[src/rtl/mem_bus_arbiter.sv]
// mem_bus_arbiter
//   Two-master (CPU, loader) round-robin arbiter in front of a single-port
//   memory. Each granted access runs IDLE -> ADDR -> DATA -> DONE, one cycle
//   per state. Address, write data and access type are captured at the grant
//   and held for the whole access. The owner's ack pulses in DONE.
//
// Ports
//   clk, rst_                 clock, asynchronous active-low reset
//   cpu_rd/wr/addr/wdata      CPU request (rd+wr together means write)
//   cpu_ack                   one-cycle completion pulse to the CPU
//   ld_rd/wr/addr/wdata       loader request (rd+wr together means write)
//   ld_ack                    one-cycle completion pulse to the loader
//   rdata                     registered read data, valid during ack
//   mem_rd/wr/addr/wdata      memory strobes, address and write data
//   mem_rdata                 memory read data
//   busy                      high whenever the FSM is not in IDLE
//
// Parameter
//   RR_RESET_LAST             last-owner value after reset (1 = loader,
//                             so the CPU wins the first tie)
module mem_bus_arbiter #(
  parameter logic RR_RESET_LAST = 1'b1
) (
  input  logic       clk,
  input  logic       rst_,
  input  logic       cpu_rd,
  input  logic       cpu_wr,
  input  logic [4:0] cpu_addr,
  input  logic [7:0] cpu_wdata,
  output logic       cpu_ack,
  input  logic       ld_rd,
  input  logic       ld_wr,
  input  logic [4:0] ld_addr,
  input  logic [7:0] ld_wdata,
  output logic       ld_ack,
  output logic [7:0] rdata,
  output logic       mem_rd,
  output logic       mem_wr,
  output logic [4:0] mem_addr,
  output logic [7:0] mem_wdata,
  input  logic [7:0] mem_rdata,
  output logic       busy
);

  typedef enum logic [1:0] {
    IDLE = 2'd0,
    ADDR = 2'd1,
    DATA = 2'd2,
    DONE = 2'd3
  } state_t;

  state_t     r_state;
  state_t     w_next_state;

  logic       r_owner;       // 0 = CPU, 1 = loader
  logic       r_last_owner;
  logic       r_is_write;
  logic [4:0] r_mem_addr;
  logic [7:0] r_mem_wdata;
  logic [7:0] r_rdata;

  logic       w_cpu_req;
  logic       w_ld_req;
  logic       w_grant_ld;
  logic       w_start;

  assign w_cpu_req = cpu_rd | cpu_wr;
  assign w_ld_req  = ld_rd | ld_wr;

  // On a tie the requester that did not own the previous access wins.
  assign w_grant_ld = (w_cpu_req && w_ld_req) ? ~r_last_owner : w_ld_req;
  assign w_start    = (r_state == IDLE) && (w_cpu_req || w_ld_req);

  // State register
  always_ff @(posedge clk or negedge rst_) begin
    if (!rst_) begin
      r_state <= IDLE;
    end else begin
      r_state <= w_next_state;
    end
  end

  // Next-state logic
  always_comb begin
    w_next_state = r_state;
    unique case (r_state)
      IDLE:    if (w_start) w_next_state = ADDR;
      ADDR:    w_next_state = DATA;
      DATA:    w_next_state = DONE;
      DONE:    w_next_state = IDLE;
      default: w_next_state = IDLE;
    endcase
  end

  // Access bookkeeping: grant capture, read-data capture, round-robin history
  always_ff @(posedge clk or negedge rst_) begin
    if (!rst_) begin
      r_owner      <= 1'b0;
      r_last_owner <= RR_RESET_LAST;
      r_is_write   <= 1'b0;
      r_mem_addr   <= '0;
      r_mem_wdata  <= '0;
      r_rdata      <= '0;
    end else begin
      if (w_start) begin
        r_owner <= w_grant_ld;
        if (w_grant_ld) begin
          r_mem_addr  <= ld_addr;
          r_mem_wdata <= ld_wdata;
          r_is_write  <= ld_wr;
        end else begin
          r_mem_addr  <= cpu_addr;
          r_mem_wdata <= cpu_wdata;
          r_is_write  <= cpu_wr;
        end
      end
      if ((r_state == DATA) && !r_is_write) begin
        r_rdata <= mem_rdata;
      end
      if (r_state == DONE) begin
        r_last_owner <= r_owner;
      end
    end
  end

  // Outputs decoded from state; reset forces IDLE, so strobes and acks drop
  // asynchronously with rst_.
  always_comb begin
    mem_rd  = 1'b0;
    mem_wr  = 1'b0;
    cpu_ack = 1'b0;
    ld_ack  = 1'b0;
    unique case (r_state)
      IDLE: ;
      ADDR: mem_rd = ~r_is_write;
      DATA: begin
        mem_rd = ~r_is_write;
        mem_wr = r_is_write;
      end
      DONE: begin
        cpu_ack = ~r_owner;
        ld_ack  = r_owner;
      end
      default: ;
    endcase
  end

  assign busy      = (r_state != IDLE);
  assign mem_addr  = r_mem_addr;
  assign mem_wdata = r_mem_wdata;
  assign rdata     = r_rdata;

endmodule

[config.mk]
export PLATFORM = sky130hd
export DESIGN_NAME = mem_bus_arbiter
export DESIGN_NICKNAME = d
export VERILOG_FILES = /design/src/rtl/mem_bus_arbiter.sv
export SDC_FILE = /design/constraint.sdc
export NUM_CORES = 1
export LEC_CHECK = 0
export ABC_AREA = 1
export BUFFER_PORTS_ARGS = -buffer_cell sky130_fd_sc_hd__buf_2
export CAP_MARGIN = 20
export CORE_MARGIN = 3
export CORE_UTILIZATION = 50
export CTS_BUF_LIST = sky130_fd_sc_hd__clkbuf_4 sky130_fd_sc_hd__clkbuf_8
export DETAILED_ROUTE_END_ITERATION = 8
export GPL_ROUTABILITY_DRIVEN = 0
export HOLD_SLACK_MARGIN = 0.02
export PLACE_DENSITY = 0.86
export SLEW_MARGIN = 20
export SYNTH_ARGS = -nofsm -noshare
export SYNTH_HDL_FRONTEND = slang
export SYNTH_SLANG_ARGS = --single-unit
[constraint.sdc]
create_clock -name clk -period 1.94 [get_ports clk]
set_input_delay 0.291 -clock clk [delete_from_list [all_inputs] [get_ports clk]]
set_output_delay 0.291 -clock clk [all_outputs]
set_load 0.05 [all_outputs]
==> metrics.txt <==
run status finished clean; clock sink count 26; unrepaired setup endpoints after global routing false; crit end category output pin; Rows 18; delay-heaviest family, CP flip-flops; met3 wire length 321 um; DRT Pass-1 Iters 4; critical path data required time 1650 ps; Avg Cell Area, Syn 8.19 um^2; largest net degree at the start of global routing 27; reg-to-reg slack, setup 540 ps; Min-Delay Path Class in2reg; top sig layer met4; design area 1780 um^2; top cell type's share of synthesized area 44.9%; max-slew violations 0; Layout area overhead 27.5%; Synth Cell Area 1390 um^2; min cycle time layout 1750 ps; Top cell by count, worst path inv_1; Clock Skew 3.08 ps; highest clock rate 570 MHz; Leakage 1.08 nW; worst hold endpoint rdata[0]; synth unique cells 20; via count 1272; Chip Width 58.8 um; number of setup buffers added after CTS 0; worst r2r path cells 6; GRT Util Overall 18.5%; PD cells 1970 nW/um^2; Clock Tree Root clkbuf_4; WP data arrival 1460 ps; worst slew pin tran 577 ps; TritonCTS clock tree built; nets 280; DR WL/cell 11.4 um; clock-pin slew on the worst setup and hold paths 130 ps; Post-synth EDFFs 0; Ys Warns 0; Final Routed Wirelength 3020 um; DRT iter0 DRCs 67; Hold Crit Depth 2; IO Pins 66; metal2 WL 1450 um; Post-Route M1 WL 1240 um; number of antenna violations at the first check in global routing 0; synth top area cells dfrtp_1 45%, nand2_1 13%, nand3_1 10%; Slowest cell on crit path dfrtp_1; Post-DRT Antenna Nets 0; commonest cells in the netlist 47 x nand2_1, 34 x inv_1, 28 x nand3_1; Cell Chain, Critical Path inv_1 > ha_1 > inv_1 > nor2_1 > buf_2; ANT cells 0; Overall Power 3.50 mW; Longest Clk Path Bufs 2; Reg area 652 um^2; Die ar. 3450 um^2; reg2reg end mem_wdata[5]; # setup viols final 0; Synth Register Bits 26; vias per std cell 4.80; worst r2r src r_state[0]; largest fanout on the critical path 3; starting utilization of the core area 54.2%; layout cells sized above 1 37.0%; setup_tns 0 ps; Hold Startpoint mem_rdata[0]; Final Hold Viols 0; worst vdd ir 0.00135 V; register area share after synthesis 46.8%; Slew HR 61.5%; grt ovf 0; number of I/O port buffers 65; cell with the most instances after synthesis nand2_1; largest area contributor in the synthesized netlist dfrtp_1; wire length of the first global-routing pass 4970 um; core area 2570 um^2; placed cell areas 1710 um^2; critical path type reg2out; DRC viols 0; TritonCTS Buffers 3; fillers 219; Synth Instances 170; Post-DP HPWL 2300 um; critical path's largest stage delay 390 ps; Worst-Skew Late Latency 310 ps; Multi-input gate area 561 um^2; post-route clock period utilization 90.4%; syn_nets 214; Max-Cap Viols 0; Setup crit start kind register; vias in the first global route 1185; Async S/R FF share, synth 100%; Die Height 58.8 um; Synth Flop Type dfrtp_1; # H-tree levels 1; CP bufs+invs 3
==> power breakdown <==
group	total, mW	switching [mW]	internal (mW)
logic	2.16	1.60	0.558
clock network	0.362	0.153	0.209
registers	0.981	0.150	0.830
==> cell type report <==
cell class	instances	share of cell area, %
clock buffers	3	1.27
inverters	36	7.75
clock inverters	1	1.69
well taps	30	2.11
flip-flops and latches	26	36.7
repair buffers	66	18.9
multi-input cells	103	31.6
==> cell usage in the layout, fill, tap and decap left out, types with 2 or more instances in the layout <==
cell / count
nor2_2: 2
inv_1: 34
clkbuf_4: 3
buf_2: 65
ha_1: 4
nand2_1: 47
nand2_2: 2
nand3_1: 28
nor2_1: 4
dfrtp_1: 25
o21ai_0: 3
nand2_4: 2
mux2_2: 8
==> per-layer routing <==
metal  vias up  global-route usage, %
li1        646                      -
met1       557                   23.3
met2        67                   32.2
met3         2                   4.82
met4         0                   2.91
met5         -                      0
==> metrics by stage <==
step | setup WS, ps | instances | utilization, % | hold slack, ps
final | 186 | 265 | 69.2 | 200
after detailed placement | 546 | 260 | 66.7 | 325
after floorplan | 281 | 170 | - | -4.59
after CTS | 167 | 265 | 69.2 | 182
after global routing | 98.3 | 265 | 69.2 | 174
after global placement | 592 | 260 | 66.7 | 314
==> sequential cells by signal, indices dropped and copies added (netlist names) <==
| register | count |
|---|---|
| mem_wdata | 8 |
| mem_addr | 5 |
| rdata | 8 |
| r_last_owner | 1 |
| r_is_write | 1 |
| r_state | 2 |
| r_owner | 1 |
==> cell families (layout without fill, tap and decap cells) <==
kind of cell,Yosys count,in the layout,synth area share (%)
AND/OR/NAND/NOR,85,85,27.2
buffers and inverters,41,106,12.9
flip-flops,26,26,46.8
multiplexers,8,8,6.47
AO/OA/AOI/OAI,6,6,2.96
adder cells (fa/ha/maj),4,4,3.59
==> timing repair <==
| action | in CTS | in global routing |
|---|---|---|
| resized for setup | 0 | 0 |
| hold buffers | 1 | 0 |
| hold endpoints to repair | 25 | 0 |
==> how the worst max path moves through the flow <==
stage               endpoint  slack (ps)  depth (start not counted)        from
floorplan             mem_rd         280                          4  r_state[1]
global placement      mem_rd         590                          5  r_state[1]
detailed placement    mem_rd         550                          5  r_state[0]
CTS                   mem_rd         170                          5  r_state[1]
global route          mem_rd         100                          5  r_state[0]
finish                mem_rd         190                          5  r_state[1]
No activity file was read; power rests on OpenSTA's default activity.
